==> src/rtl/edc_pkg.sv <==
// Shared definitions for EDC input-conditioning stages: FSM state
// encoding and default debounce constants.
package edc_pkg;

  localparam logic [1:0] STABLE_LOW  = 2'd0;
  localparam logic [1:0] PEND_HIGH   = 2'd1;
  localparam logic [1:0] STABLE_HIGH = 2'd2;
  localparam logic [1:0] PEND_LOW    = 2'd3;

  typedef enum logic [1:0] {
    ST_STABLE_LOW  = STABLE_LOW,
    ST_PEND_HIGH   = PEND_HIGH,
    ST_STABLE_HIGH = STABLE_HIGH,
    ST_PEND_LOW    = PEND_LOW
  } state_t;

  localparam int DEF_SYNC_STAGES     = 2;
  localparam int DEF_DEBOUNCE_CYCLES = 16;
  localparam int DEF_CNT_WIDTH       = 5;
  localparam bit DEF_INIT_LEVEL      = 1'b0;

endpackage

==> src/rtl/sync_chain.sv <==
// Plain flop-chain synchronizer for an asynchronous level; no logic between
// stages so the chain can be constrained as a metastability path.
module sync_chain #(
  parameter int STAGES = 2,
  parameter bit INIT   = 1'b0
) (
  input  logic clk,
  input  logic rst,
  input  logic d,
  output logic q
);

  logic [STAGES-1:0] flops;

  always_ff @(posedge clk) begin
    if (rst) flops <= {STAGES{INIT}};
    else     flops <= {flops[STAGES-2:0], d};
  end

  assign q = flops[STAGES-1];

endmodule

==> src/rtl/input_debouncer.sv <==
// Turns a bouncy asynchronous level into a clean level on i_clk; reports
// qualification in progress (o_busy) and aborted candidates (o_glitch).
//
// state          | meaning
// ST_STABLE_LOW  | output low, synchronized input agrees
// ST_PEND_HIGH   | output low, counting consecutive high samples
// ST_STABLE_HIGH | output high, synchronized input agrees
// ST_PEND_LOW    | output high, counting consecutive low samples
module input_debouncer
  import edc_pkg::*;
#(
  parameter int SYNC_STAGES     = DEF_SYNC_STAGES,
  parameter int DEBOUNCE_CYCLES = DEF_DEBOUNCE_CYCLES,
  parameter int CNT_WIDTH       = DEF_CNT_WIDTH,
  parameter bit INIT_LEVEL      = DEF_INIT_LEVEL
) (
  input  logic i_clk,
  input  logic i_rst,
  input  logic i_data,
  output logic o_data,
  output logic o_busy,
  output logic o_glitch
);

  localparam logic [CNT_WIDTH-1:0] CNT_LAST = CNT_WIDTH'(DEBOUNCE_CYCLES - 1);

  logic                 s;
  logic                 level;
  logic                 busy;
  logic                 glitch;
  logic [CNT_WIDTH-1:0] cnt;
  state_t               state;

  sync_chain #(
    .STAGES (SYNC_STAGES),
    .INIT   (INIT_LEVEL)
  ) u_sync (
    .clk (i_clk),
    .rst (i_rst),
    .d   (i_data),
    .q   (s)
  );

  always_ff @(posedge i_clk) begin
    if (i_rst) begin
      state  <= INIT_LEVEL ? ST_STABLE_HIGH : ST_STABLE_LOW;
      level  <= INIT_LEVEL;
      busy   <= 1'b0;
      glitch <= 1'b0;
      cnt    <= '0;
    end else begin
      glitch <= 1'b0;
      case (state)
        ST_STABLE_LOW, ST_STABLE_HIGH: begin
          if (s != level) begin
            state <= level ? ST_PEND_LOW : ST_PEND_HIGH;
            cnt   <= CNT_WIDTH'(1);
            busy  <= 1'b1;
          end else begin
            cnt <= '0;
          end
        end
        ST_PEND_HIGH, ST_PEND_LOW: begin
          if (s != level) begin
            // The sample on the completing edge is already counted, so commit
            // regardless of what the raw input does afterwards.
            if (cnt == CNT_LAST) begin
              level <= ~level;
              state <= level ? ST_STABLE_LOW : ST_STABLE_HIGH;
              cnt   <= '0;
              busy  <= 1'b0;
            end else begin
              cnt <= cnt + 1'b1;
            end
          end else begin
            state  <= level ? ST_STABLE_HIGH : ST_STABLE_LOW;
            cnt    <= '0;
            busy   <= 1'b0;
            glitch <= 1'b1;
          end
        end
        default: begin
          state <= level ? ST_STABLE_HIGH : ST_STABLE_LOW;
          cnt   <= '0;
          busy  <= 1'b0;
        end
      endcase
    end
  end

  assign o_data   = level;
  assign o_busy   = busy;
  assign o_glitch = glitch;

endmodule

==> config.mk <==
export PLATFORM = sky130hd
export DESIGN_NAME = input_debouncer
export DESIGN_NICKNAME = d
export VERILOG_FILES = /design/src/rtl/edc_pkg.sv /design/src/rtl/sync_chain.sv /design/src/rtl/input_debouncer.sv
export SDC_FILE = /design/constraint.sdc
export NUM_CORES = 1
export LEC_CHECK = 0
export BUFFER_PORTS_ARGS = -buffer_cell sky130_fd_sc_hd__buf_2
export CELL_PAD_IN_SITES_DETAIL_PLACEMENT = 0
export CELL_PAD_IN_SITES_GLOBAL_PLACEMENT = 2
export CORE_AREA = 2 2 39 41
export DETAILED_ROUTE_END_ITERATION = 10
export DIE_AREA = 0 0 41 43
export PLACE_DENSITY = 0.72
export RECOVER_POWER = 25
export SLEW_MARGIN = 15
export SYNTH_ARGS = -nofsm -noshare
export SYNTH_HDL_FRONTEND = slang
export SYNTH_HIERARCHICAL = 1
export SYNTH_SLANG_ARGS = --single-unit
==> constraint.sdc <==
create_clock -name i_clk -period 4.05 [get_ports i_clk]
set_input_delay 1.0125 -clock i_clk [delete_from_list [all_inputs] [get_ports i_clk]]
set_output_delay 1.0125 -clock i_clk [all_outputs]
set_load 0.01 [all_outputs]
==> results of run 1 <==
final cells by class:
class	instances	share of cell area [%]
multi-input combinational	22	35.9
tap	16	4.46
inverter	2	1.67
clock buffer	4	8.08
sequential	10	44.6
timing repair buffer	5	5.29
report_power, final:
part | internal (W) | leakage (nW) | switching [W]
clock | 0.0000545 | 0.0210 | 0.0000331
sequential | 0.0000999 | 0.0812 | 0.00000113
combinational | 0.00000246 | 0.0840 | 0.00000210
total | 0.000157 | 0.186 | 0.0000363
layout by cell type, fill, tap and decap left out, drive strengths merged, types with 2 or more instances in the layout:
| master | netlist | routed |
|---|---|---|
| buf | 0 | 4 |
| clkbuf | 0 | 5 |
| nor2b | 2 | 2 |
| dfxtp | 10 | 10 |
| inv | 2 | 2 |
| nand2 | 2 | 2 |
| ha | 2 | 2 |
| xor2 | 2 | 2 |
| nand3 | 2 | 2 |
| and3b | 2 | 2 |
| nor2 | 4 | 4 |
cell families after synthesis:
family / Yosys count / synth area share [%]
AND/OR/NAND/NOR: 15 / 25.1
flip-flops: 10 / 54.2
XOR/XNOR: 3 / 9.15
AO/OA/AOI/OAI: 2 / 2.71
buffers and inverters: 2 / 2.03
adder cells (fa/ha/maj): 2 / 6.78
through the flow:
step	setup slack [ns]	instance area (µm²)
finish	2.20	449
global route	2.14	449
CTS	2.19	450
detailed placement	2.40	414
global placement	2.43	414
floorplan	2.62	369
layer usage:
layer / vias to the layer above / routed length [µm] / global-route usage, %
met3: 2 / 27 / 3.14
met1: 116 / 250 / 9.48
met4: 0 / 11 / 6.00
met5: - / 0 / 0
met2: 5 / 219 / 9.69
li1: 132 / - / -
state kept, by name, indices dropped and copies added, names as in the netlist:
signal        flops
cnt               5
u_sync/flops      2
o_data            1
o_glitch          1
state             1
worst min path at each step:
stage,start,cells past startpoint,slack [ns],end
floorplan,u_sync/flops[0],1,0.41,u_sync/flops[1]
global placement,u_sync/flops[0],1,0.44,u_sync/flops[1]
detailed placement,u_sync/flops[0],1,0.45,u_sync/flops[1]
CTS,u_sync/flops[0],1,0.46,u_sync/flops[1]
global route,u_sync/flops[0],1,0.47,u_sync/flops[1]
finish,u_sync/flops[0],1,0.45,u_sync/flops[1]
==> key figures, run 1 <==
Run status
  – Outcome: complete, no violations

Timing
  – RSZ-0062 raised after global routing: false
  – Worst hold slack: approximately 0.45 ns
  – Final hold vios: 0
  – Final period util: around 46%
  – Max-slew violations: 0
  – Setup Skew: 0.000391 ns
  – Fmax: about 540 MHz
  – Setup Total Neg Slack: 0 ns
  – Worst-Margin Slew: ~0.24 ns
  – Final min period: ~1.9 ns
  – Final setup vio count: 0
  – Max_slew headroom: around 84%

Critical path
  – CP Capture Type: output port
  – Reg-to-Reg Start: cnt[0]
  – Worst path max stage delay: 0.42 ns
  – FF-to-FF setup slack: 2.63 ns
  – Slowest cell on crit path: dfxtp_1
  – CP startpoint: state[0]
  – Crit-path cells: buf_2
  – Crit. path cell count: 1
  – Setup Crit Path Kind: flip-flop to output port
  – Worst EP arrival: between 0.8 and 0.9 ns
  – Crit-path max FO: 6
  – Critical R2R Capture: cnt[2]
  – Startpoint Class: flip-flop
  – CP top delay family: flip-flops
  – Buf/Inv on CP: 1
  – Reg2Reg Depth: 5
  – CP required: a little over 3 ns
  – End of the critical path: o_busy

Floorplanning
  – Die footprint: approximately 1800 µm²
  – # IOs: 6
  – Die Y: 43 µm
  – Initial Util: 26.7%
  – # rows: 14
  – Core area: about 1400 µm²
  – Die width: 41 µm

Worst hold path
  – Hold Path Class: flip-flop to flip-flop

Yosys
  – Share of the synthesized area in the top cell type: between 50 and 60%
  – Register bit count reported by yosys: 10
  – Number of synthesized flops with an enable pin: 0
  – Count leader, synth: dfxtp_1
  – Post-synth top flop: dfxtp_1
  – Syn. warnings: 6
  – Syn_area_per_cell: about 11 µm²
  – Sequential fraction of the synthesis area: 54.2%
  – Asr flop ratio synth: 0%
  – Mapped Nets: 39
  – Mapped Cells: 34
  – Post-synthesis cell area: between 300 and 400 µm²
  – Area contributors post-synth: dfxtp_1 (54%), ha_1 (6.8%), and3b_1 (4.7%)
  – Post-synth top cells: dfxtp_1 (10), nor2_1 (4)
  – Leading area contributor after synthesis: dfxtp_1
  – Yosys cell types: 16

Layout
  – Reg area: between 200 and 250 µm²
  – Final Util: 32.5%
  – Ant diodes: 0
  – P&R area growth vs syn: 21.7%
  – Post-Layout Cell Count: 59
  – Multi-input logic area: 161 µm²
  – Nets: 49
  – Fillcell total: 149
  – Fraction of layout cells with a size suffix above 1: roughly a quarter

Clocking
  – Post-CTS Setup Bufs: 0
  – CTS Root Cell: clkbuf_4
  – Skew-Pair Late Insertion Delay: 0.25 ns
  – CTS Hold Bufs: 0
  – Max clock buf depth: 2
  – CTS tree: built
  – Cts repair resizes: 0
  – CTS Buf Count: 3
  – CTS H-Tree Depth: 1
  – Clk slew on worst S/H paths: approximately 0.07 ns
  – CTS Sinks: 10

Route
  – # DRC: 0
  – Final WL: between 500 and 600 µm
  – Via density: approximately 4.3
  – Total number of vias: around 260
  – Initial DRC Count: 1
  – Avg WL per Cell: 8.63 µm
  – Antenna Nets Post-Route: 0
  – Pre-antenna DRT Iters: 3

GRT
  – Initial antenna violation count: 0
  – Vias in the first global route: between 200 and 250
  – Congestion Overflow GR: 0
  – Largest net degree at the start of global routing: 8
  – Global Route Usage Sum: under 10%
  – Global-route wire length before repair: 876 µm

Power
  – Design Power: 0.000193 W
  – Peak supply drop: 0.000203 V
  – Power Density: about 430 nW/µm²
  – LEAKAGE: approximately 0.19 nW

Flow run
  – Max cap viols: 0

Placement
  – Placed insts: 55
  – Post-DP HPWL: about 410 µm
  – Port buffer count: 5
  – Final Wtd Congestion: approximately 0.67
No activity file was read; power rests on OpenSTA's default activity.
==> inputs of run 2 (changes only) <==
--- a/config.mk
+++ b/config.mk
@@ -5,13 +5,13 @@
 export SDC_FILE = /design/constraint.sdc
 export NUM_CORES = 1
 export LEC_CHECK = 0
+export ABC_AREA = 1
 export BUFFER_PORTS_ARGS = -buffer_cell sky130_fd_sc_hd__buf_2
 export CELL_PAD_IN_SITES_DETAIL_PLACEMENT = 0
 export CELL_PAD_IN_SITES_GLOBAL_PLACEMENT = 2
-export CORE_AREA = 2 2 39 41
+export CORE_UTILIZATION = 26
 export DETAILED_ROUTE_END_ITERATION = 10
-export DIE_AREA = 0 0 41 43
-export PLACE_DENSITY = 0.72
+export PLACE_DENSITY = 0.76
 export RECOVER_POWER = 25
 export SLEW_MARGIN = 15
 export SYNTH_ARGS = -nofsm -noshare
==> constraint.sdc (replaced) <==
create_clock -name i_clk -period 1.6 [get_ports i_clk]
set_input_delay 0.4 -clock i_clk [delete_from_list [all_inputs] [get_ports i_clk]]
set_output_delay 0.4 -clock i_clk [all_outputs]
set_load 0.01 [all_outputs]
==> key figures, run 2 <==
Placement
  – Final Wtd Congestion: approximately 0.69
  – Placed Area: ~450 µm²
  – Dpl ws: 0.256 ns
  – Post-DP HPWL: approximately 520 µm
  – Placed insts: 70
  – Port buffer count: 5

Route
  – Via density: ~4.3
  – Met2 Routed Length: around 270 µm
  – WL met3: approximately 25 µm
  – # DRC: 0
  – Pre-antenna DRT Iters: 3
  – Routed length on met1: ~340 µm
  – DR top layer: met4
  – Final WL: around 660 µm
  – Antenna Nets Post-Route: 0
  – Total number of vias: roughly 310
  – Avg WL per Cell: a little over 9 µm
  – Initial DRC Count: 5

Worst hold path
  – Hold Path Class: input pin to flip-flop
  – Sink of the worst hold path: u_sync/flops[0]
  – Hold path startpoint: i_data
  – Hold path depth: 3

Critical path
  – Worst path max stage delay: roughly 0.33 ns
  – Setup Crit Path Kind: flip-flop to flip-flop
  – Reg2Reg Depth: 7
  – CP startpoint: cnt[0]
  – Crit-path max FO: 4
  – Slowest cell on crit path: dfxtp_1
  – Critical R2R Capture: cnt[2]
  – Most frequent CP cell: ha_1
  – Reg-to-Reg Start: cnt[0]
  – Startpoint Class: flip-flop
  – CP required: approximately 1.8 ns
  – Worst EP arrival: 1.52 ns
  – CP Capture Type: flip-flop
  – FF-to-FF setup slack: ~0.27 ns
  – Crit-path cells: ha_1 -> nand2_1 -> nor2_1 -> ha_1 -> inv_1 -> nand4_2 -> nor3b_2

Floorplanning
  – Core area: 1380 µm²
  – # IOs: 6
  – Die Y: just over 40 µm
  – # rows: 13
  – Die width: 41.5 µm
  – Initial Util: about 29%
  – Die footprint: roughly 1700 µm²

Timing
  – Final period util: between 80 and 90%
  – Setup ws final: about 0.27 ns
  – Worst-Margin Slew: between 0.2 and 0.25 ns
  – Final setup vio count: 0
  – Setup Total Neg Slack: 0 ns
  – Setup Skew: approximately 0.0012 ns
  – Fmax: between 700 and 800 MHz
  – Final min period: roughly 1.3 ns
  – Max-slew violations: 0
  – Final hold vios: 0
  – RSZ-0062 raised after global routing: false
  – Max_slew headroom: a little under nine tenths

Yosys
  – Register bit count reported by yosys: 10
  – Number of synthesized flops with an enable pin: 0
  – Syn. warnings: 6
  – Post-synth top flop: dfxtp_1
  – Mapped Nets: 55
  – Leading area contributor after synthesis: dfxtp_1
  – Post-synthesis cell area: slightly above 400 µm²
  – Asr flop ratio synth: 0%
  – Sequential fraction of the synthesis area: 49.4%
  – Count leader, synth: dfxtp_1
  – Share of the synthesized area in the top cell type: slightly below 50%
  – Area contributors post-synth: dfxtp_1 (49%), nand2_1 (8.3%), nor2_1 (8.3%)
  – Post-synth top cells: dfxtp_1 (10), nand2_1 (9), nor2_1 (9), inv_1 (8)
  – Syn_area_per_cell: just over 8 µm²
  – Yosys cell types: 14
  – Mapped Cells: 50

Layout
  – Fraction of layout cells with a size suffix above 1: 20.7%
  – Ant diodes: 0
  – Fillcell total: 160
  – Nets: 65
  – P&R area growth vs syn: 16.0%
  – Final Cell Area: between 400 and 500 µm²
  – Final Util: around a third
  – Largest Register: cnt
  – Max reg flops: 5
  – Reg area: between 200 and 250 µm²
  – Commonest non-fill, non-tap cells in the layout: dfxtp_1 (10), inv_1 (9), nand2_1 (9), nor2_1 (9), buf_2 (4)
  – Multi-input logic area: between 150 and 200 µm²
  – Post-Layout Cell Count: 73
  – Largest regs: cnt (5), u_sync/flops (2)
  – Most common cell after layout, fill and taps aside: dfxtp_1

Flow run
  – Max cap viols: 0

Clocking
  – Max clock buf depth: 2
  – CTS Hold Bufs: 0
  – Clk slew on worst S/H paths: approximately 0.060 ns
  – CTS Root Cell: clkbuf_4
  – Cts repair resizes: 0
  – CTS tree: built
  – CTS H-Tree Depth: 1
  – Skew-Pair Late Insertion Delay: around 0.26 ns
  – Post-CTS Setup Bufs: 0
  – CTS Buf Count: 3
  – CTS Sinks: 10

Power
  – LEAKAGE: a little under 0.2 nW
  – Power Density: between 900 and 1000 nW/µm²
  – Peak supply drop: roughly 0.00045 V

GRT
  – Vias in the first global route: ~300
  – Congestion Overflow GR: 0
  – Global-route wire length before repair: 1170 µm
  – Largest net degree at the start of global routing: 6
  – Initial antenna violation count: 0
  – Global Route Usage Sum: under 10%

Run status
  – Outcome: complete, no violations
[run 2: critical path, delay by kind of cell, from the launching register on]
kind / cells / cell delay [ns]
adders and majority gates: 2 / 0.40
and+or+nand+nor: 4 / 0.45
buffers and inverters: 1 / 0.08
DFF: 1 / 0.33
[run 2: cells by family after synthesis]
logic type	synth area share [%]
XOR/XNOR	2.16
AO/OA/AOI/OAI	3.40
AND/OR/NAND/NOR	29.6
buffers and inverters	9.26
adder cells (fa/ha/maj)	6.17
flip-flops	49.4
[run 2: routing by layer]
layer / up-vias / global-route usage, %
met5: - / 0
met4: 0 / 9.68
met3: 4 / 2.61
met2: 6 / 12.2
met1: 133 / 11.5
li1: 168 / -
[run 2: worst max path at each step]
stage / to / slack [ns] / depth (start not counted)
2_1_floorplan: cnt[2] / 0.39 / 7
3_3_place_gp: cnt[2] / 0.30 / 7
3_5_place_dp: cnt[2] / 0.26 / 7
4_1_cts: cnt[2] / 0.25 / 7
5_1_grt: cnt[2] / 0.16 / 7
6_report: cnt[2] / 0.27 / 7
[run 2: area by class of cell]
type,count,share of cell area [%]
Clock buffer,3,4.79
Multi-Input combinational cell,30,35.6
Timing Repair Buffer,5,5.05
Inverter,10,7.98
Tap cell,15,3.99
Sequential cell,10,42.6
[run 2: where the power goes]
| part | switching (W) | internal (W) | leakage [nW] |
|---|---|---|---|
| combinational | 0.0000111 | 0.00000764 | 0.102 |
| clock | 0.0000832 | 0.0000869 | 0.0138 |
| sequential | 0.00000314 | 0.000254 | 0.0812 |
| total | 0.0000974 | 0.000348 | 0.197 |
[run 2: metrics by stage]
stage	power, W	hold WS (ns)
final	0.000445	0.342
after global routing	0.000470	0.332
after CTS	0.000455	0.337
after detailed placement	0.000282	0.399
after global placement	0.000282	0.398
after floorplan	0.000274	0.388
==> inputs of run 3 (changes only) <==
==> constraint.sdc (replaced) <==
create_clock -name i_clk -period 1.2 [get_ports i_clk]
set_input_delay 0.3 -clock i_clk [delete_from_list [all_inputs] [get_ports i_clk]]
set_output_delay 0.3 -clock i_clk [all_outputs]
set_load 0.01 [all_outputs]
==> key figures, run 3 (synthesized netlist as in run 2, its figures left out) <==
Floorplanning
  – Core area: ~1400 µm²
  – Die footprint: 1720 µm²
  – Die width: 41.5 µm
  – Initial Util: 29.3%
  – # IOs: 6
  – # rows: 13
  – Die Y: approximately 41 µm

Timing
  – RSZ-0062 raised after global routing: true
  – Worst hold slack: between 0.2 and 0.25 ns
  – Setup Skew: 0.00342 ns
  – Final hold vios: 0
  – Final min period: approximately 1.2 ns
  – Final setup vio count: 0
  – Worst-Margin Slew: approximately 0.21 ns
  – Max-slew violations: 0
  – Setup Total Neg Slack: 0 ns
  – Final period util: between 90 and 100%
  – Max_slew headroom: ~86%
  – Fmax: between 800 and 900 MHz

Critical path
  – Startpoint Class: flip-flop
  – Slowest cell on crit path: dfxtp_2
  – Crit-path cells: ha_4 -> nand2_4 -> nor2_4 -> ha_4 -> inv_4 -> nand2_1 -> o21a_1 -> nor2_1
  – Worst EP arrival: roughly 1.4 ns
  – Crit-path max FO: 2
  – CP Capture Type: flip-flop
  – CP required: 1.39 ns
  – Worst path max stage delay: about 0.34 ns
  – Most frequent CP cell: ha_4
  – Setup Crit Path Kind: flip-flop to flip-flop

GRT
  – Congestion Overflow GR: 0
  – Vias in the first global route: 300
  – Global-route wire length before repair: between 1000 and 1500 µm
  – Global Route Usage Sum: under 10%
  – Largest net degree at the start of global routing: 6
  – Initial antenna violation count: 0

Placement
  – Placed Area: ~460 µm²
  – Final Wtd Congestion: slightly above 0.7
  – Post-DP HPWL: about 460 µm
  – Port buffer count: 5
  – Placed insts: between 70 and 80

Route
  – Antenna Nets Post-Route: 0
  – # DRC: 0
  – Final WL: between 600 and 700 µm
  – Initial DRC Count: 3
  – Via density: approximately 4.2
  – Total number of vias: ~320
  – Pre-antenna DRT Iters: 2
  – Avg WL per Cell: 8.03 µm

Power
  – Power Density: about 1100 nW/µm²
  – Design Power: between 0.0005 and 0.0006 W
  – Peak supply drop: 0.000493 V
  – LEAKAGE: 0.241 nW

Clocking
  – Max clock buf depth: 2
  – CTS tree: built
  – CTS Root Cell: clkbuf_4
  – Clk slew on worst S/H paths: ~0.060 ns
  – CTS H-Tree Depth: 1
  – Skew-Pair Late Insertion Delay: about 0.25 ns
  – Post-CTS Setup Bufs: 0
  – CTS Buf Count: 3
  – CTS Hold Bufs: 0
  – CTS Sinks: 10

Layout
  – Fillcell total: 138
  – Final Cell Area: approximately 550 µm²
  – P&R area growth vs syn: 36.7%
  – Fraction of layout cells with a size suffix above 1: 41.7%
  – Most common cell after layout, fill and taps aside: nor2_1
  – Max reg flops: 5
  – Largest Register: cnt
  – Largest regs: cnt (5), u_sync/flops (2)
  – Nets: 67
  – Ant diodes: 0
  – Post-Layout Cell Count: 75
  – Commonest non-fill, non-tap cells in the layout: nor2_1 (8), inv_1 (7), dfxtp_1 (7)

Flow run
  – Max cap viols: 0

Worst hold path
  – Hold Path Class: input pin to flip-flop

Run status
  – Outcome: complete, no violations
-- run 3: layer usage --
layer  global-route usage, %  vias to the layer above  wire, µm
met3                    1.74                        2        25
met4                    9.68                        0         5
met1                    11.5                      136       304
met5                       0                        -         0
li1                        -                      174         -
met2                    11.6                        4       266
-- run 3: cell type report --
type | instances | area, µm² | area share [%]
sequential | 10 | 204 | 36.8
tap | 15 | 18.8 | 3.39
multi-input combinational | 30 | 226 | 40.9
inverter | 10 | 40.0 | 7.22
clock buffer | 3 | 22.5 | 4.06
timing repair buffer | 7 | 42.5 | 7.67
-- run 3: metrics by stage --
step | setup slack, ns | utilization (%)
after global placement | -0.0928 | 33.6
after CTS | -0.0305 | 38.6
after global routing | -0.0643 | 40.1
after floorplan | 0.0119 | -
final | 0.0323 | 40.1
after detailed placement | -0.101 | 33.6
-- run 3: repair_timing --
action,in CTS,in global routing
endpoints found under the setup margin,7,6
gates resized for setup,14,4
pin swaps,3,5
-- run 3: path summary, 6_finish.rpt --
| kind | startpoint | to | slack [ns] | cells after the start |
|---|---|---|---|---|
| max reg2reg | cnt[1] | cnt[0] | 0.03 | 8 |
| max | cnt[1] | cnt[0] | 0.03 | 8 |
| min reg2reg | u_sync/flops[0] | u_sync/flops[1] | 0.40 | 2 |
| min | i_data | u_sync/flops[0] | 0.25 | 3 |
-- run 3: power breakdown --
part	switching, W	internal [W]
sequential	0.00000515	0.000339
clock	0.0000993	0.000115
combinational	0.0000165	0.0000128
total	0.000121	0.000467
-- run 3: critical path: cells and delay by family, from the launching register on --
kind | cells | cell delay, ns
AOI/OAI and AO/OA | 1 | 0.16
adders and majority gates | 2 | 0.32
DFF | 1 | 0.34
buffers and inverters | 1 | 0.06
and+or+nand+nor | 4 | 0.23
